File: config.mk
export PLATFORM = sky130hd
export DESIGN_NAME = uart_rx_param
export DESIGN_NICKNAME = d
export VERILOG_FILES = /design/src/rtl/uart_rx_param.sv
export SDC_FILE = /design/constraint.sdc
export NUM_CORES = 1
export LEC_CHECK = 0
export ABC_CLOCK_PERIOD_IN_PS = 2600
export CORE_ASPECT_RATIO = 0.9
export CORE_MARGIN = 4
export CORE_UTILIZATION = 55
export DETAILED_ROUTE_END_ITERATION = 7
export MAX_ROUTING_LAYER = met4
export PLACE_DENSITY = 0.77
export SLEW_MARGIN = 20
export SYNTH_ARGS = -nofsm -noshare
export SYNTH_HDL_FRONTEND = slang
export SYNTH_SLANG_ARGS = --single-unit
export TNS_END_PERCENT = 30
File: constraint.sdc
create_clock -name clk -period 2.6 [get_ports clk]
set_input_delay 0.65 -clock clk [delete_from_list [all_inputs] [get_ports clk]]
set_output_delay 0.65 -clock clk [all_outputs]
set_load 0.02 [all_outputs]
File: src/rtl/uart_rx_param.sv
// uart_rx_param: UART receiver with a 2-flop input synchroniser, start-edge
// detection and a mid-bit baud counter. It supports 5..9 data bits, optional
// odd/even parity and 1 or 2 stop bits. Each received word is held in a
// valid/ready register together with its framing and parity flags.
module uart_rx_param #(
  parameter int unsigned CLK_DIV   = 434,
  parameter int unsigned DATA_BITS = 8,
  parameter int unsigned PARITY    = 0,
  parameter int unsigned STOP_BITS = 1
) (
  input  logic                 clk,
  input  logic                 rst,
  input  logic                 rx_pin_in,
  output logic [DATA_BITS-1:0] rx_data,
  output logic                 rx_valid,
  input  logic                 rx_ready,
  output logic                 frame_err,
  output logic                 parity_err,
  output logic                 overrun_err,
  output logic                 rx_busy
);

  localparam int unsigned CNT_W = $clog2(CLK_DIV);
  localparam int unsigned BIT_W = 4;

  localparam logic [CNT_W-1:0] CNT_HALF  = CNT_W'(CLK_DIV / 2 - 1);
  localparam logic [CNT_W-1:0] CNT_FULL  = CNT_W'(CLK_DIV - 1);
  localparam logic [BIT_W-1:0] LAST_BIT  = BIT_W'(DATA_BITS - 1);
  localparam logic             LAST_STOP = 1'(STOP_BITS - 1);
  localparam logic             PAR_ODD   = (PARITY == 1);

  typedef enum logic [2:0] {
    S_IDLE,
    S_START,
    S_DATA,
    S_PARITY,
    S_STOP
  } state_t;

  state_t               r_state;
  logic                 r_sync1;
  logic                 r_sync2;
  logic                 r_s_prev;
  logic [CNT_W-1:0]     r_cnt;
  logic [BIT_W-1:0]     r_bit_cnt;
  logic                 r_stop_cnt;
  logic [DATA_BITS-1:0] r_shift;
  logic                 r_par_err;
  logic                 r_frm_err;
  logic                 r_busy;
  logic [DATA_BITS-1:0] r_rx_data;
  logic                 r_rx_valid;
  logic                 r_frame_err;
  logic                 r_parity_err;
  logic                 r_overrun;

  logic w_s;
  logic w_start;
  logic w_tick;
  logic w_last_stop;
  logic w_frm_final;
  logic w_par_exp;
  logic w_take;

  assign w_s         = r_sync2;
  assign w_start     = (r_state == S_IDLE) && r_s_prev && !w_s;
  assign w_tick      = (r_state != S_IDLE) && (r_cnt == '0);
  assign w_last_stop = (r_state == S_STOP) && w_tick && (r_stop_cnt == LAST_STOP);
  // The last stop sample is folded in here so the flag is ready on the deliver edge.
  assign w_frm_final = r_frm_err | ~w_s;
  assign w_par_exp   = (^r_shift) ^ PAR_ODD;
  assign w_take      = r_rx_valid & rx_ready;

  assign rx_data     = r_rx_data;
  assign rx_valid    = r_rx_valid;
  assign frame_err   = r_frame_err;
  assign parity_err  = r_parity_err;
  assign overrun_err = r_overrun;
  assign rx_busy     = r_busy;

  // Synchronise the serial line and keep its previous value for edge detection.
  always_ff @(posedge clk) begin
    if (rst) begin
      r_sync1  <= 1'b1;
      r_sync2  <= 1'b1;
      r_s_prev <= 1'b1;
    end else begin
      r_sync1  <= rx_pin_in;
      r_sync2  <= r_sync1;
      r_s_prev <= r_sync2;
    end
  end

  // Baud counter: half a bit to the first tick after start, then one bit per tick.
  always_ff @(posedge clk) begin
    if (rst) begin
      r_cnt <= '0;
    end else if (w_start) begin
      r_cnt <= CNT_HALF;
    end else if (w_tick) begin
      r_cnt <= CNT_FULL;
    end else if (r_cnt != '0) begin
      r_cnt <= r_cnt - CNT_W'(1);
    end
  end

  // Frame FSM: start check, data shift, parity check and stop sampling.
  always_ff @(posedge clk) begin
    if (rst) begin
      r_state    <= S_IDLE;
      r_bit_cnt  <= '0;
      r_stop_cnt <= 1'b0;
      r_shift    <= '0;
      r_par_err  <= 1'b0;
      r_frm_err  <= 1'b0;
      r_busy     <= 1'b0;
    end else begin
      case (r_state)
        S_IDLE: begin
          if (w_start) begin
            r_state <= S_START;
            r_busy  <= 1'b1;
          end
        end
        S_START: begin
          if (w_tick) begin
            if (w_s) begin
              // Line back high at mid-start: a glitch, not a frame.
              r_state <= S_IDLE;
              r_busy  <= 1'b0;
            end else begin
              r_state    <= S_DATA;
              r_bit_cnt  <= '0;
              r_stop_cnt <= 1'b0;
              r_par_err  <= 1'b0;
              r_frm_err  <= 1'b0;
            end
          end
        end
        S_DATA: begin
          if (w_tick) begin
            r_shift <= {w_s, r_shift[DATA_BITS-1:1]};
            if (r_bit_cnt == LAST_BIT) begin
              r_state <= (PARITY != 0) ? S_PARITY : S_STOP;
            end else begin
              r_bit_cnt <= r_bit_cnt + BIT_W'(1);
            end
          end
        end
        S_PARITY: begin
          if (w_tick) begin
            r_par_err <= (w_s != w_par_exp);
            r_state   <= S_STOP;
          end
        end
        S_STOP: begin
          if (w_tick) begin
            if (!w_s) begin
              r_frm_err <= 1'b1;
            end
            if (w_last_stop) begin
              r_state <= S_IDLE;
              r_busy  <= 1'b0;
            end else begin
              r_stop_cnt <= 1'b1;
            end
          end
        end
        default: begin
          r_state <= S_IDLE;
          r_busy  <= 1'b0;
        end
      endcase
    end
  end

  // Output word register with valid/ready handshake and overrun pulse.
  always_ff @(posedge clk) begin
    if (rst) begin
      r_rx_data    <= '0;
      r_rx_valid   <= 1'b0;
      r_frame_err  <= 1'b0;
      r_parity_err <= 1'b0;
      r_overrun    <= 1'b0;
    end else begin
      r_overrun <= 1'b0;
      if (w_take) begin
        r_rx_valid <= 1'b0;
      end
      if (w_last_stop) begin
        // A word consumed in this same cycle frees the slot for the new one.
        if (!r_rx_valid || rx_ready) begin
          r_rx_data    <= r_shift;
          r_frame_err  <= w_frm_final;
          r_parity_err <= r_par_err;
          r_rx_valid   <= 1'b1;
        end else begin
          r_overrun <= 1'b1;
        end
      end
    end
  end

endmodule

### Word-level counts from Yosys, hierarchy flattened

Cells that the tools add are included.

* register bits: 43
* input bits: 4
* word-level logic and storage cells: 111

* add/subtract/negate cells: 2
* equal/unequal tests: 18
* multiplexer cells: 37
* bitwise gates (word level): 6
* reduce and logical (&&, ||, !) cells: 30

Operator list (number)
* $ne 2x2->1 const B: 12
* $mux 3: 7
* $mux 9: 2
* $mux 1: 16
* $mux 4: 4
* $pmux 3 s5: 1
* $reduce_and 5->1: 3
* $logic_not 9->1: 1
* $reduce_bool 9->1: 1
* $sub 9x1->9 const B: 1
* $mux 8: 1
* $pmux 4 s2: 1
* $reduce_bool 2->1: 4
* $reduce_xor 8->1: 1
* $reduce_and 7->1: 1
* $eq 3x2->1 const B: 2
* $pmux 1 s2: 3
* $reduce_and 6->1: 1
* $reduce_bool 3->1: 2
* $reduce_or 2->1: 3
* $logic_and 1x1->1: 5
* $add 4x1->4 const B: 1
* $eq 4x3->1 const B: 1
* $not 1->1: 4
* 13 further kinds: 15

### Depth between registers and ports, before layout

Gate-level depths: netlist of run 1.

* depth in word-level cells: 7
* gate-level depth with buffers: 7
* gate-level depth less buffers: 6

### Worst setup path before layout of run 1

Ideal clock, no wire load.

* kind: register to register
* from: register r_cnt[0]
* to: register r_bit_cnt[0]
* setup time: 0.070 ns
* arrival: 1.699 ns
* required time: 2.530 ns
* path slack: 0.830 ns
* cell stages (with the launch flop): 8
* period minus slack after synthesis: 1.770 ns
* path through: dfxtp_1 -> inv_1 -> ha_1 -> nor4b_4 -> nand4b_1 -> buf_4 -> or3_1 -> a21oi_1

* cells in the longest elaborated chain, start to end: 4
* elaborated cells on any way between the ends: 5
* those cells by class: eq/ne (2); reduce/logical (3)

RTL lines
* start: declaration: line 44 `logic [CNT_W-1:0] r_cnt;`
* start signal: assignment: line 103 `r_cnt <= r_cnt - CNT_W'(1);`
* $logic_not 9->1 *: line 67 `assign w_tick = (r_state != S_IDLE) && (r_cnt == '0);`
* $logic_and 1x1->1 *: line 67
* $ne 2x2->1 (no line)
* $reduce_and 5->1 (no line) *
* end signal: assignment: line 146 `r_bit_cnt <= r_bit_cnt + BIT_W'(1);`
* end: declaration: line 45 `logic [BIT_W-1:0] r_bit_cnt;`

Mark *: on every way between the ends. The rest lies on a longest branch, timed or not.
A chain may end at the register's enable or synchronous reset.

### Worst setup path in the final report of run 1

* from: register r_cnt[0]
* to: register r_bit_cnt[3]

The elaborated chain is that of the path after synthesis.

==> reports/metrics.yaml, run 1 <==
status: "finished, final reports clean"
area_growth_pct: 14.95
layout_commonest_cell: "dfxtp_1"
met1_usage: 0.2537
synth-edff-count: 0
core_um2: 3378
cts_max_level: 2
initial_core_util: 0.5696
post_cts_resized: 0
dr.pass1.iters: 4
end_kind: "flop"
antenna_found_initial: 0
drc: 0
maxCapViolations: 0
critPathBufInv: 2
busiest_layer: "met2"
grt_util_met3: 0.05346
crit_family: "simple AND/OR/NAND/NOR gates"
diodes: 0
r2r-start: "r_cnt[0]"
num_vias: 1573
vdd_drop_max_mv: 0.4429
synth_ff_type: "dfxtp_1"
clockBufferDepth: 2
powerDensity_nw_per_um2: 764.5
pin_count: 17
fin_crit_sh: 0.7774
final_cell_mix: "dfxtp_1, nor2_1, mux2i_1"
cp_max_fo: 14
leakagePower_uw: 0.0009203
cts_made_buffers: 5
ant_nets: 0
ff2ff_path_depth: 7
finalPower_uw: 1691
vias_per_cell: 5.891
r2r_end: "r_bit_cnt[3]"
grt_max_degree: 20
slew_headroom: 0.5918
syn_area_um2: 1924
min_path_cells: 1
hp-start: "r_sync1"
fin_setup_tns_ns: 0
clock-sinks: 43
slowest_stage: "or4_1"
arrival_ns: 2.24
syn_avg_cell_area_um2: 9.387
max_freq_mhz: 494.7
min_period_ns: 2.021
ys_warn_count: 0
fp.dieW_um: 70.35
grt_pass1_wl_um: 7065
nets: 228
ys_seq_elements: 43
grt.overflow.total: 0
rsz0062_at_grt: "false"
hold_viol: 0
critPathLaunchType: "flop"
drt_iter0_drc: 114
cp_data_required_time_ns: 2.82
finClkSkew_ns: 0.001873
tightest_slew_ns: 0.6107
worst-setup-path-type: "reg2reg"
routedWlPerCell_um: 15.56
post-cts-setup-buffers: 0
min_path_type: "reg2reg"
synthCells: 205
port_buffers: 16
cp_cell_sequence: "inv_1, ha_1, nor4b_4, buf_4, nand2_2, or4_1, a31oi_1"
use_met2: 0.3131
slew_violations: 0
rows: 20
seq_area_frac_synth: 0.4473
setup_violations: 0
die_h_um: 64.12
finalWeightedCongestion: 0.8341
wl_um: 4155
grt_use_total: 0.2005
max_stage_delay_ns: 0.56
dp_hpwl_um: 3033
worstHoldEndpoint: "r_sync2"
startpoint: "r_cnt[0]"
cts_tree: "built"
clk_latency_ns: 0.29
drive_gt1_frac: 0.1031
clk_pin_slew_worst_paths_ns: 0.08
clockRootBuffer: "clkbuf_8"
grt_pass1_vias: 1512
hold_buffers: 0
synthesis.nets: 211
synthArstFlopShare: 0
synth.distinct_cells: 48
r2r_slack_ns: 0.58
fin_util: 0.6548
die_area_um2: 4510
==> per-stage QoR <==
step | hold slack (ns) | instances | cell area [µm²] | setup slack, ns
detailed placement | 0.4024 | 259 | 2128 | 0.6004
CTS | 0.4234 | 267 | 2212 | 0.5844
floorplan | 0.3895 | 205 | 1924 | 0.8303
global placement | 0.3974 | 259 | 2128 | 0.6427
global route | 0.4359 | 267 | 2212 | 0.3768
finish | 0.4163 | 267 | 2212 | 0.5787
==> final cells by class <==
type                            count  area, µm²
Clock buffer                        5      68.82
Tap cell                           44      55.05
Sequential cell                    43      860.8
Timing Repair Buffer               21      197.7
Inverter                            4      15.01
Clock inverter                      3      15.01
Fill cell                         279       1166
Multi-Input combinational cell    147      999.7
==> worst max path at each step <==
stage               slack (ns)      endpoint  cells after the start
finish                    0.58  r_bit_cnt[3]                      7
global route              0.38  r_bit_cnt[3]                      4
CTS                       0.58  r_bit_cnt[3]                      7
detailed placement        0.60     frame_err                      5
global placement          0.64     frame_err                      5
floorplan                 0.83  r_bit_cnt[0]                      7
==> sequential cells by signal, indices dropped and copies added (netlist names) <==
signal	cells
r_cnt	9
r_shift	8
rx_data	8
r_bit_cnt	4
r_state	3
frame_err	1
overrun_err	1
parity_err	1
r_frm_err	1
r_par_err	1
r_s_prev	1
r_stop_cnt	1
r_sync1	1
r_sync2	1
rx_busy	1
rx_valid	1
==> routing by layer <==
layer,share of wire,wire (µm)
met5,0,0
met4,0.021,87
met3,0.041,169
met2,0.47,1937
met1,0.47,1960
==> Yosys cell counts (3+ instances only) <==
| master | n | area (µm²) |
|---|---|---|
| dfxtp_1 | 43 | 860.8 |
| nor2_1 | 24 | 90.09 |
| mux2i_1 | 17 | 170.2 |
| a21oi_1 | 15 | 75.07 |
| nand2_1 | 9 | 33.78 |
| o21ai_0 | 8 | 40.04 |
| clkbuf_1 | 7 | 26.28 |
| a31oi_1 | 6 | 37.54 |
| nor3_1 | 5 | 25.02 |
| inv_1 | 4 | 15.01 |
| nand3_1 | 4 | 20.02 |
| nand3b_1 | 4 | 30.03 |
| or3_1 | 4 | 25.02 |
| xnor2_1 | 4 | 35.03 |
| a211oi_1 | 3 | 22.52 |
| buf_2 | 3 | 15.01 |
==> logic make-up after synthesis <==
kind of cell,synth area share
xor+xnor,0.03901
simple gates,0.2380
buf+inv,0.03316
compound gates,0.1411
fa+ha+maj,0.01300
mux,0.08842
flops,0.4473
==> power breakdown <==
| group | total [µW] | switching (µW) | internal, µW |
|---|---|---|---|
| Combinational | 491 | 291 | 200 |
| Clock | 404 | 220 | 184 |
| Sequential | 796 | 82.3 | 713 |
(Power assumes the default switching activity.)
==> run 2, diff against run 1 <==
--- a/config.mk
+++ b/config.mk
@@ -5,13 +5,13 @@
 export SDC_FILE = /design/constraint.sdc
 export NUM_CORES = 1
 export LEC_CHECK = 0
-export ABC_CLOCK_PERIOD_IN_PS = 2600
+export ABC_CLOCK_PERIOD_IN_PS = 1800
 export CORE_ASPECT_RATIO = 0.9
 export CORE_MARGIN = 4
-export CORE_UTILIZATION = 55
+export CORE_UTILIZATION = 51
 export DETAILED_ROUTE_END_ITERATION = 7
 export MAX_ROUTING_LAYER = met4
-export PLACE_DENSITY = 0.77
+export PLACE_DENSITY = 0.75
 export SLEW_MARGIN = 20
 export SYNTH_ARGS = -nofsm -noshare
 export SYNTH_HDL_FRONTEND = slang
==> constraint.sdc (replaced) <==
create_clock -name clk -period 1.8 [get_ports clk]
set_input_delay 0.45 -clock clk [delete_from_list [all_inputs] [get_ports clk]]
set_output_delay 0.45 -clock clk [all_outputs]
set_load 0.02 [all_outputs]
==> run 2 against run 1 <==
  * Utilization up 2.9 points
  * Clock power is 77% higher
  * Count of clock-buffer cells in the layout increased by 1
  * First-iteration DRC count is 4.4% higher
  * Critical path depth decreased by 6
  * Critical endpoint is now frame_err
==> reports/metrics.yaml, run 2 (synthesis results as in run 1) <==
grt_util_met3: 0.04255
hold_buffers: 0
clockBufferDepth: 2
grt_max_degree: 20
rows: 20
worst-setup-path-type: "reg2out"
dr.pass1.iters: 4
drive_gt1_frac: 0.1941
max_freq_mhz: 575.0
diodes: 0
num_vias: 1647
ff2ff_path_depth: 4
busiest_layer: "met2"
area_growth_pct: 24.58
status: "finished, final reports clean"
hp-start: "r_sync1"
cp_cell_sequence: "clkdlybuf4s50_1"
slew_violations: 0
dp_hpwl_um: 3219
critPathLaunchType: "flop"
end_kind: "primary output"
clk_pin_slew_worst_paths_ns: 0.08
grt.overflow.total: 0
tightest_slew_ns: 0.4536
r2r_slack_ns: 0.09
dp_slack_ns: -0.03309
rsz0062_at_grt: "true"
min_path_type: "reg2reg"
r2r_end: "r_cnt[7]"
finClkSkew_ns: 0.004167
comb_power_share: 0.335
startpoint: "frame_err"
critPathBufInv: 1
drt_iter0_drc: 119
clkPwrFrac: 0.256
fillers: 278
die_h_um: 66.28
cp_data_required_time_ns: 1.35
hold_viol: 0
clockRootBuffer: "clkbuf_8"
max_stage_delay_ns: 0.63
maxCapViolations: 0
setup_violations: 0
holdWs_ns: 0.4198
clock-sinks: 43
grt_use_total: 0.2050
cp_max_fo: 2
wl_um: 4577
intPower_uw: 1896
arrival_ns: 1.29
powerDensity_nw_per_um2: 1167
worst_slack_ns: 0.06073
initial_core_util: 0.5493
regMostFlops: "r_cnt"
worst-path-stages: 1
final_cell_mix: "dfxtp_1, nor2_1, buf_4"
grt_pass1_vias: 1565
cts_tree: "built"
use_met2: 0.3007
swShare: 0.3223
cts_max_level: 2
pin_count: 17
fin_crit_sh: 0.9663
vias_per_cell: 5.861
cts_made_buffers: 5
antenna_found_initial: 0
clk_latency_ns: 0.29
routedWlPerCell_um: 16.29
min_period_ns: 1.739
vdd_drop_max_mv: 0.8226
r2r-start: "r_cnt[2]"
die_area_um2: 4822
crit_family: "buffers and inverters"
nets: 243
critical_path.endpoint: "frame_err"
power_frac_seq: 0.408
ant_nets: 0
largest_reg_flops: 9
finalWeightedCongestion: 0.8447
slew_headroom: 0.6953
core_um2: 3503
drc: 0
switchingPower_uw: 901.5
slowest_stage: "clkdlybuf4s50_1"
grt_pass1_wl_um: 7486
fp.dieW_um: 72.75
met1_usage: 0.2882
leakagePower_uw: 0.001024
layout_commonest_cell: "dfxtp_1"
port_buffers: 16
run 2: worst min path at each step:
stage               cells past startpoint      end  slack, ns
floorplan                               1  r_sync2       0.39
global placement                        1  r_sync2       0.40
detailed placement                      1  r_sync2       0.40
CTS                                     1  r_sync2       0.42
global route                            1  r_sync2       0.45
finish                                  1  r_sync2       0.42
run 2: power by group through the flow:
stage / sequential (µW) / combinational, µW / clock (µW)
final: 1140 / 937 / 717
after global routing: 1160 / 1040 / 778
after CTS: 1130 / 876 / 727
after detailed placement: 1150 / 829 / 0
after global placement: 1150 / 807 / 0
after floorplan: 1140 / 537 / 0
run 2: metal layers:
| layer | wire length, µm | vias up |
|---|---|---|
| met3 | 338 | 4 |
| met4 | 29 | 0 |
| met5 | 0 | - |
| li1 | - | 797 |
| met1 | 2115 | 779 |
| met2 | 2092 | 67 |
run 2: cell type report:
class,count,area (µm²),share of cell area
Sequential cell,43,864.6,0.3606
Clock buffer,6,72.57,0.03027
Inverter,4,15.01,0.006263
Multi-Input combinational cell,147,1036,0.4321
Timing Repair Buffer,36,324.1,0.1352
Clock inverter,1,30.03,0.01253
Tap cell,44,55.05,0.02296
run 2: timing repair:
item / 4_1_cts / 5_1_grt
setup buffers: 1 / 1
gates resized for setup: 1 / 17
pin swaps: 0 / 5
endpoints found under the setup margin: 1 / 20
run 2: stage by stage:
stage               utilization    TNS, ns  cell area (µm²)  power (µW)  cells
floorplan                     -          0             1924        1678    205
global placement         0.6354          0             2226        1953    272
detailed placement       0.6354    -0.2227             2226        1982    272
CTS                      0.6679          0             2340        2733    280
global route             0.6843  -0.008283             2397        2973    281
finish                   0.6843          0             2397        2797    281
